$ cat src/rtl/hazard_ctrl_pkg.sv
// Shared encodings and scoreboard slot layout for the pipeline hazard controller.
// Consumers import hazard_ctrl_pkg::*.
package hazard_ctrl_pkg;

    localparam int SB_RD_W  = 5;
    localparam int SB_SLOTS = 3;
    localparam int SB_EX    = 0;
    localparam int SB_MEM   = 1;
    localparam int SB_WB    = 2;

    typedef logic [1:0] fwd_sel_t;

    localparam fwd_sel_t FWD_REG   = 2'd0;
    localparam fwd_sel_t FWD_EXMEM = 2'd1;
    localparam fwd_sel_t FWD_MEMWB = 2'd2;
    localparam fwd_sel_t FWD_WB    = 2'd3;

    localparam logic [1:0] ST_RUN       = 2'd0;
    localparam logic [1:0] ST_INTERLOCK = 2'd1;
    localparam logic [1:0] ST_FLUSH     = 2'd2;

    typedef struct packed {
        logic               valid;
        logic [SB_RD_W-1:0] rd;
        logic               load;
    } sb_slot_t;

    // Youngest in-flight producer wins when several slots hold the same rd.
    function automatic fwd_sel_t youngest_sel(input logic [SB_SLOTS-1:0] m);
        if (m[SB_EX])
            return FWD_EXMEM;
        else if (m[SB_MEM])
            return FWD_MEMWB;
        else if (m[SB_WB])
            return FWD_WB;
        return FWD_REG;
    endfunction

endpackage

$ cat src/rtl/hazard_scoreboard.sv
// In-flight register-write tracker: EX/MEM/WB shift register that never stalls,
// plus per-source match vectors (register 0 never matches).
module hazard_scoreboard
    import hazard_ctrl_pkg::*;
#(
    parameter int REG_AW    = 5,
    parameter int NUM_SLOTS = 3
) (
    input  logic                 clock,
    input  logic                 reset_n,
    input  logic                 ent_en,
    input  logic [REG_AW-1:0]    ent_rd,
    input  logic                 ent_load,
    input  logic [REG_AW-1:0]    id_rs,
    input  logic [REG_AW-1:0]    id_rt,
    input  logic                 id_uses_rs,
    input  logic                 id_uses_rt,
    output logic [NUM_SLOTS-1:0] match_rs,
    output logic [NUM_SLOTS-1:0] match_rt,
    output logic                 ex_load
);

    sb_slot_t slot_q [NUM_SLOTS];
    sb_slot_t slot_d [NUM_SLOTS];

    always_comb begin
        slot_d[0].valid = ent_en;
        slot_d[0].rd    = ent_rd;
        slot_d[0].load  = ent_load;
        for (int i = 1; i < NUM_SLOTS; i++) begin
            slot_d[i] = slot_q[i-1];
        end
    end

    always_ff @(posedge clock or negedge reset_n) begin
        if (!reset_n) begin
            for (int i = 0; i < NUM_SLOTS; i++) begin
                slot_q[i] <= '0;
            end
        end else begin
            for (int i = 0; i < NUM_SLOTS; i++) begin
                slot_q[i] <= slot_d[i];
            end
        end
    end

    always_comb begin
        match_rs = '0;
        match_rt = '0;
        for (int i = 0; i < NUM_SLOTS; i++) begin
            match_rs[i] = id_uses_rs && (id_rs != '0)
                       && slot_q[i].valid && (slot_q[i].rd == id_rs);
            match_rt[i] = id_uses_rt && (id_rt != '0)
                       && slot_q[i].valid && (slot_q[i].rd == id_rt);
        end
        ex_load = slot_q[SB_EX].valid && slot_q[SB_EX].load;
    end

endmodule

$ cat src/rtl/hazard_ctrl.sv
// Pipeline hazard controller: stall/bubble/flush decision, EX forwarding selects
// and observational FSM. Define HAZARD_FWD_EN for forwarding (load-use interlock only).
module hazard_ctrl
    import hazard_ctrl_pkg::*;
#(
    parameter int REG_AW    = 5,
    parameter int NUM_SLOTS = 3
) (
    input  logic              clock,
    input  logic              reset_n,
    input  logic              id_valid,
    input  logic [REG_AW-1:0] id_rs,
    input  logic [REG_AW-1:0] id_rt,
    input  logic              id_uses_rs,
    input  logic              id_uses_rt,
    input  logic [REG_AW-1:0] id_rd,
    input  logic              id_reg_we,
    input  logic              id_mem_read,
    input  logic              branch_taken,
    output logic              stall,
    output logic              bubble,
    output logic              flush,
    output logic [1:0]        fwd_rs_sel,
    output logic [1:0]        fwd_rt_sel,
    output logic [1:0]        state
);

    logic [NUM_SLOTS-1:0] m_rs;
    logic [NUM_SLOTS-1:0] m_rt;
    logic                 ex_load;
    logic                 hazard;
    logic                 sb_we;
    fwd_sel_t             rs_sel_d, rs_sel_q;
    fwd_sel_t             rt_sel_d, rt_sel_q;
    logic [1:0]           state_d, state_q;

    hazard_scoreboard #(
        .REG_AW    (REG_AW),
        .NUM_SLOTS (NUM_SLOTS)
    ) u_sb (
        .clock      (clock),
        .reset_n    (reset_n),
        .ent_en     (sb_we),
        .ent_rd     (id_rd),
        .ent_load   (id_mem_read),
        .id_rs      (id_rs),
        .id_rt      (id_rt),
        .id_uses_rs (id_uses_rs),
        .id_uses_rt (id_uses_rt),
        .match_rs   (m_rs),
        .match_rt   (m_rt),
        .ex_load    (ex_load)
    );

`ifdef HAZARD_FWD_EN
    assign hazard = ex_load && (m_rs[SB_EX] || m_rt[SB_EX]);
`else
    // Without forwarding the load tag is irrelevant: any in-flight match waits.
    logic unused_load;
    assign unused_load = ex_load;
    assign hazard = (|m_rs) || (|m_rt);
`endif

    always_comb begin
        flush  = branch_taken;
        stall  = id_valid && hazard && !flush;
        bubble = stall || flush;
        sb_we  = id_valid && id_reg_we && (id_rd != '0) && !bubble;
    end

    always_comb begin
        rs_sel_d = FWD_REG;
        rt_sel_d = FWD_REG;
`ifdef HAZARD_FWD_EN
        if (id_valid && !bubble) begin
            rs_sel_d = youngest_sel(m_rs);
            rt_sel_d = youngest_sel(m_rt);
        end
`endif
    end

    always_comb begin
        state_d = ST_RUN;
        if (branch_taken) begin
            state_d = ST_FLUSH;
        end else begin
            unique case (1'b1)
                (state_q == ST_RUN):       state_d = stall ? ST_INTERLOCK : ST_RUN;
                (state_q == ST_INTERLOCK): state_d = stall ? ST_INTERLOCK : ST_RUN;
                (state_q == ST_FLUSH):     state_d = ST_RUN;
                default:                   state_d = ST_RUN;
            endcase
        end
    end

    always_ff @(posedge clock or negedge reset_n) begin
        if (!reset_n) begin
            rs_sel_q <= FWD_REG;
            rt_sel_q <= FWD_REG;
            state_q  <= ST_RUN;
        end else begin
            rs_sel_q <= rs_sel_d;
            rt_sel_q <= rt_sel_d;
            state_q  <= state_d;
        end
    end

    assign fwd_rs_sel = rs_sel_q;
    assign fwd_rt_sel = rt_sel_q;
    assign state      = state_q;

endmodule
$ cat config.mk
export PLATFORM = sky130hd
export DESIGN_NAME = hazard_ctrl
export DESIGN_NICKNAME = d
export VERILOG_FILES = /design/src/rtl/hazard_ctrl_pkg.sv /design/src/rtl/hazard_scoreboard.sv /design/src/rtl/hazard_ctrl.sv
export SDC_FILE = /design/constraint.sdc
export NUM_CORES = 1
export LEC_CHECK = 0
export CAP_MARGIN = 20
export CORE_MARGIN = 4
export CORE_UTILIZATION = 35
export CTS_CLUSTER_SIZE = 14
export DETAILED_ROUTE_END_ITERATION = 7
export GPL_TIMING_DRIVEN = 0
export PLACE_DENSITY = 0.65
export SETUP_SLACK_MARGIN = 0.4
export SLEW_MARGIN = 10
export SYNTH_ARGS = -nofsm -noshare
export SYNTH_HDL_FRONTEND = slang
export SYNTH_HIERARCHICAL = 1
export SYNTH_SLANG_ARGS = --single-unit
$ cat constraint.sdc
create_clock -name clock -period 4.2 [get_ports clock]
set_input_delay 1.26 -clock clock [delete_from_list [all_inputs] [get_ports clock]]
set_output_delay 1.26 -clock clock [all_outputs]
set_load 0.01 [all_outputs]
==> impl_metrics.env, run 1 <==
export IMPL_switchingPower_uw=94.01
export IMPL_end_kind="register"
export IMPL_drt_iter0_drc=8
export IMPL_diodes=0
export IMPL_cts_buffers=3
export IMPL_power_uw=380.9
export IMPL_die_height_um=61.25
export IMPL_avgSynthCellArea_sq_um=11.02
export IMPL_grt_start_max_net_pins=21
export IMPL_status="finished clean"
export IMPL_max_freq_ghz=0.2497
export IMPL_synth_area_sq_um=992.2
export IMPL_setup_viol=0
export IMPL_drc=0
export IMPL_io_pins=32
export IMPL_min_path_type="reg2reg"
export IMPL_postRouteAntennaNets=0
export IMPL_final_common_cell="xnor2_1"
export IMPL_place_ws_ns=-0.6718
export IMPL_pwr_share_comb=0.228
export IMPL_path_clk_slew_ns=0.10
export IMPL_seq_power_share=0.553
export IMPL_drt_wl_total_um=2375
export IMPL_hpwlAfterDp_um=1659
export IMPL_worst_ep_arrival_time_ns=4.20
export IMPL_ys_warn_count=6
export IMPL_r2r_start="u_sb/slot_d[3]$_DFF_PN0_"
export IMPL_viasPerCell=4.746
export IMPL_cts_max_path_buffers=2
export IMPL_worst_ir_drop_vdd_mv=0.2039
export IMPL_critPathMaxFanout=4
export IMPL_finalHoldViolations=0
export IMPL_cpPeakStageDelay_ns=0.55
export IMPL_ctsHoldBuffers=0
export IMPL_design_area_sq_um=1559
export IMPL_crit_top_cell="buf_4"
export IMPL_worst_pin_slew_ns=0.8687
export IMPL_die_area_sq_um=3751
export IMPL_synthCells=90
export IMPL_p_sw_frac=0.2468
export IMPL_cp_start_kind="primary input"
export IMPL_clkSinkCount=20
export IMPL_final_period_utilization=0.9535
export IMPL_gp_routability_congestion=0.7764
export IMPL_final_cell_mix="30 x xnor2_1, 24 x buf_4, 20 x dfrtp_1, 14 x clkdlybuf4s50_1"
export IMPL_critical_path_required_ns=4.40
export IMPL_vias=821
export IMPL_skew_ns=0.003072
export IMPL_tns_ns=0
export IMPL_grt_total_usage=0.1357
export IMPL_cts_tree="done"
export IMPL_p_int_uw=286.9
export IMPL_worstHoldStart="u_sb/slot_d[6]$_DFF_PN0_"
export IMPL_ctsRootBufferMaster="clkbuf_4"
export IMPL_slew_headroom=0.4191
export IMPL_grt_overflow=0
export IMPL_worst_slack_ns=0.1953
export IMPL_first_global_vias=868
export IMPL_place_inst=150
export IMPL_h_tree_depth=1
export IMPL_grt_pass1_wl_um=3719
export IMPL_slew_viol_final=0
export IMPL_stdcell_count=173
export IMPL_rows=19
export IMPL_cp_slowest_cell="or4_4"
export IMPL_wl_per_cell_um=13.73
export IMPL_min_period_ns=4.005
export IMPL_drive_above_1_share=0.3732
export IMPL_path_class="in2reg"
export IMPL_power_leakage_nw=0.6414
export IMPL_antenna_found_initial=0
export IMPL_port_buffers=26
export IMPL_clock_power_share=0.219
export IMPL_die_w_um=61.25
export IMPL_placedInstanceArea_sq_um=1303
export IMPL_grt_setup_unrepaired="yes"
export IMPL_maxCapViolCount=0
export IMPL_drtPass1Iterations=4
export IMPL_initial_utilization=0.3629
export IMPL_area_growth_pct=57.13
export IMPL_fin_nets=167
export IMPL_worst_skew_pair_late_latency_ns=0.28
export IMPL_crit_path_cell_trace="buf_8, or4_4, o21ai_4, nor3_2, nor2_2, nand3_1, buf_4, buf_4, buf_4, buf_4, buf_4, buf_4, buf_6, buf_4, buf_4, buf_4, buf_4, buf_4, buf_6, nor4b_4"
export IMPL_crit_start="id_rs[2]"
export IMPL_core_sq_um=2734
export IMPL_pwr_density_cell_nw_per_um2=244.4
[state kept, by name, indices dropped and copies added, names as in the netlist]
register,cells
u_sb/slot_q,6
state,2
u_sb/slot_d,12
[final timing paths]
check                                            end  slack, ns  cells past startpoint
max                        u_sb/slot_d[13]$_DFF_PN0_       0.20                     20
min reg2reg                 u_sb/slot_q[6]$_DFF_PN0_       0.41                      0
min in group asynchronous  u_sb/slot_d[10]$_DFF_PN0_       1.46                      1
max in group asynchronous   u_sb/slot_q[6]$_DFF_PN0_       2.21                      1
max reg2reg                u_sb/slot_d[13]$_DFF_PN0_       1.34                     19
min                         u_sb/slot_q[6]$_DFF_PN0_       0.41                      0
[what timing repair did]
item                       CTS  global route
resized for setup           64            11
setup buffers               15             5
setup endpoints to repair    2             3
pin swaps                   16            13
[area by class of cell]
| class | instances | area, sq um |
|---|---|---|
| timing repair buffer | 46 | 414.1 |
| buffer | 5 | 37.54 |
| clock buffer | 3 | 22.52 |
| multi-input combinational | 68 | 545.5 |
| fill | 240 | 1175 |
| tap | 31 | 38.79 |
| sequential | 20 | 500.5 |
[metal layers]
| metal | share of wire | up-vias | global-route usage |
|---|---|---|---|
| met5 | 0 | - | 0 |
| met4 | 0.017 | 0 | 0.05882 |
| met3 | 0.063 | 4 | 0.03564 |
| met2 | 0.55 | 25 | 0.2296 |
| met1 | 0.37 | 393 | 0.1618 |
| li1 | - | 399 | - |
[stage by stage]
step                      hold WS (ns)  utilization
after floorplan                 0.3735            -
after global placement          0.3828       0.4764
after detailed placement        0.3877       0.4764
after CTS                       0.4119       0.5410
after global routing            0.4341       0.5703
final                           0.4065       0.5703
[power by group through the flow]
stage,clock network (mW),logic [mW],registers (mW)
final,0.0834,0.0870,0.211
after floorplan,0,0.0362,0.213
after global routing,0.0964,0.0940,0.212
after CTS,0.0895,0.0810,0.211
after detailed placement,0,0.0741,0.214
after global placement,0,0.0728,0.214
[worst max-delay path: cells and delay by family]
| kind | cells | cell delay (ns) |
|---|---|---|
| AND/OR/NAND/NOR | 5 | 1.06 |
| buffers and inverters | 14 | 1.68 |
| AO/OA/AOI/OAI | 1 | 0.20 |
(Power assumes the default switching activity.)
==> run 2: changes to the inputs <==
--- a/config.mk
+++ b/config.mk
@@ -11,7 +11,7 @@
 export CTS_CLUSTER_SIZE = 14
 export DETAILED_ROUTE_END_ITERATION = 7
 export GPL_TIMING_DRIVEN = 0
-export PLACE_DENSITY = 0.65
+export PLACE_DENSITY_LB_ADDON = 0.2
 export SETUP_SLACK_MARGIN = 0.4
 export SLEW_MARGIN = 10
 export SYNTH_ARGS = -nofsm -noshare
==> impl_metrics.env, run 2 (synthesis gave the netlist of run 1 again) <==
export IMPL_status="finished clean"
export IMPL_path_class="in2out"
export IMPL_grt_start_max_net_pins=21
export IMPL_worst_ep_arrival_time_ns=2.69
export IMPL_io_pins=32
export IMPL_drc=0
export IMPL_path_clk_slew_ns=0.11
export IMPL_cp_slowest_cell="or4_4"
export IMPL_die_height_um=61.25
export IMPL_hpwlAfterDp_um=1617
export IMPL_fin_hold_ws_ns=0.4117
export IMPL_port_buffers=26
export IMPL_seq_power_share=0.530
export IMPL_pwr_density_cell_nw_per_um2=284.2
export IMPL_clock_power_share=0.275
export IMPL_rows=19
export IMPL_initial_utilization=0.3629
export IMPL_fin_nets=149
export IMPL_critPathMaxFanout=3
export IMPL_min_path_type="reg2reg"
export IMPL_slew_viol_final=0
export IMPL_drt_iter0_drc=2
export IMPL_cp_start_kind="primary input"
export IMPL_die_w_um=61.25
export IMPL_cts_buffers=3
export IMPL_maxCapViolCount=0
export IMPL_pwr_share_comb=0.195
export IMPL_critical_path_required_ns=2.94
export IMPL_power_uw=396.5
export IMPL_diodes=0
export IMPL_final_cell_mix="30 x xnor2_1, 20 x dfrtp_1, 14 x clkdlybuf4s50_1, 9 x buf_4"
export IMPL_final_util=0.5103
export IMPL_vias=723
export IMPL_end_kind="primary output"
export IMPL_area_growth_pct=40.61
export IMPL_largest_reg_flops=12
export IMPL_place_ws_ns=-0.6192
export IMPL_worst_skew_pair_late_latency_ns=0.30
export IMPL_drt_wl_total_um=2044
export IMPL_final_common_cell="xnor2_1"
export IMPL_max_freq_ghz=0.2530
export IMPL_power_leakage_nw=0.5396
export IMPL_fillers=269
export IMPL_wl_per_cell_um=13.10
export IMPL_grt_total_usage=0.1222
export IMPL_drtPass1Iterations=2
export IMPL_cpPeakStageDelay_ns=0.53
export IMPL_setup_viol=0
export IMPL_cts_max_path_buffers=2
export IMPL_worst_ir_drop_vdd_mv=0.2088
export IMPL_worst_pin_slew_ns=0.8579
export IMPL_postRouteAntennaNets=0
export IMPL_clkSinkCount=20
export IMPL_grt_overflow=0
export IMPL_drive_above_1_share=0.2480
export IMPL_die_area_sq_um=3751
export IMPL_h_tree_depth=1
export IMPL_cts_tree="done"
export IMPL_final_period_utilization=0.9411
export IMPL_worst_slack_ns=0.2472
export IMPL_grt_setup_unrepaired="yes"
export IMPL_core_sq_um=2734
export IMPL_crit_path_cell_trace="buf_8, or4_4, o21ai_4, nor3_2, nor2_1, nand3_1, a21o_1, buf_2"
export IMPL_p_sw_frac=0.2433
export IMPL_ctsRootBufferMaster="clkbuf_4"
export IMPL_min_period_ns=3.953
export IMPL_skew_ns=0.003913
export IMPL_grt_pass1_wl_um=3256
export IMPL_first_global_vias=756
export IMPL_gp_routability_congestion=0.7602
export IMPL_switchingPower_uw=96.47
export IMPL_p_int_uw=300.0
export IMPL_finalHoldViolations=0
export IMPL_antenna_found_initial=0
export IMPL_slew_headroom=0.4263
export IMPL_ctsHoldBuffers=0
export IMPL_viasPerCell=4.635
run 2: cell types whose count changed in the layout (fill, tap and decap cells not counted), moves of 2 or more:
cell	delta
buf_4	-15
nor2_1	+3
nor2_2	-3
buf_6	-2
run 2: worst paths after layout:
check,from,to,slack [ns],cells after the start
min reg2reg,u_sb/slot_d[6]$_DFF_PN0_,u_sb/slot_q[6]$_DFF_PN0_,0.41,0
max reg2reg,u_sb/slot_d[11]$_DFF_PN0_,state[0]$_DFF_PN0_,2.71,6
min,u_sb/slot_d[6]$_DFF_PN0_,u_sb/slot_q[6]$_DFF_PN0_,0.41,0
max,id_rt[1],bubble,0.25,8
max in group asynchronous,reset_n,u_sb/slot_d[11]$_DFF_PN0_,2.23,1
min in group asynchronous,reset_n,u_sb/slot_q[4]$_DFF_PN0_,1.44,1
run 2: worst max-delay path, delay by kind of cell:
family / cells / cell delay, ns
AND/OR/NAND/NOR: 4 / 0.86
AO/OA/AOI/OAI: 2 / 0.36
buffers and inverters: 2 / 0.22
run 2: final cells by class:
type	count	area, sq um	share of cell area
Clock buffer	4	36.28	0.02601
Buffer	5	37.54	0.02691
Multi-Input combinational cell	68	518.0	0.3713
Timing Repair Buffer	28	264.0	0.1892
Sequential cell	20	500.5	0.3587
Tap cell	31	38.79	0.02780
run 2: power by group through the flow:
stage / logic [mW] / registers, mW / clock network, mW
finish: 0.0773 / 0.210 / 0.109
CTS: 0.0781 / 0.211 / 0.113
global placement: 0.0729 / 0.214 / 0
floorplan: 0.0362 / 0.213 / 0
global route: 0.0843 / 0.212 / 0.122
detailed placement: 0.0736 / 0.214 / 0
run 2: timing repair:
action / in CTS / in global routing
endpoints found under the setup margin: 2 / 2
buffers inserted: 2 / 0
gates resized for setup: 65 / 0
pin swaps: 16 / 3
hold endpoints to repair: 0 / 0
run 2: per-layer routing:
layer | vias up | global-route usage | wire, um
met3 | 4 | 0.02725 | 155
met5 | - | 0 | 0
met2 | 22 | 0.2115 | 1043
met1 | 336 | 0.1434 | 816
met4 | 0 | 0.05573 | 28
li1 | 361 | - | -
run 2: through the flow:
step / TNS (ns) / cell area [sq um] / instances
2_1_floorplan: 0 / 1003 / 93
3_3_place_gp: -1.252 / 1303 / 150
3_5_place_dp: -1.205 / 1303 / 150
4_1_cts: 0 / 1395 / 156
5_1_grt: 0 / 1395 / 156
6_report: 0 / 1395 / 156
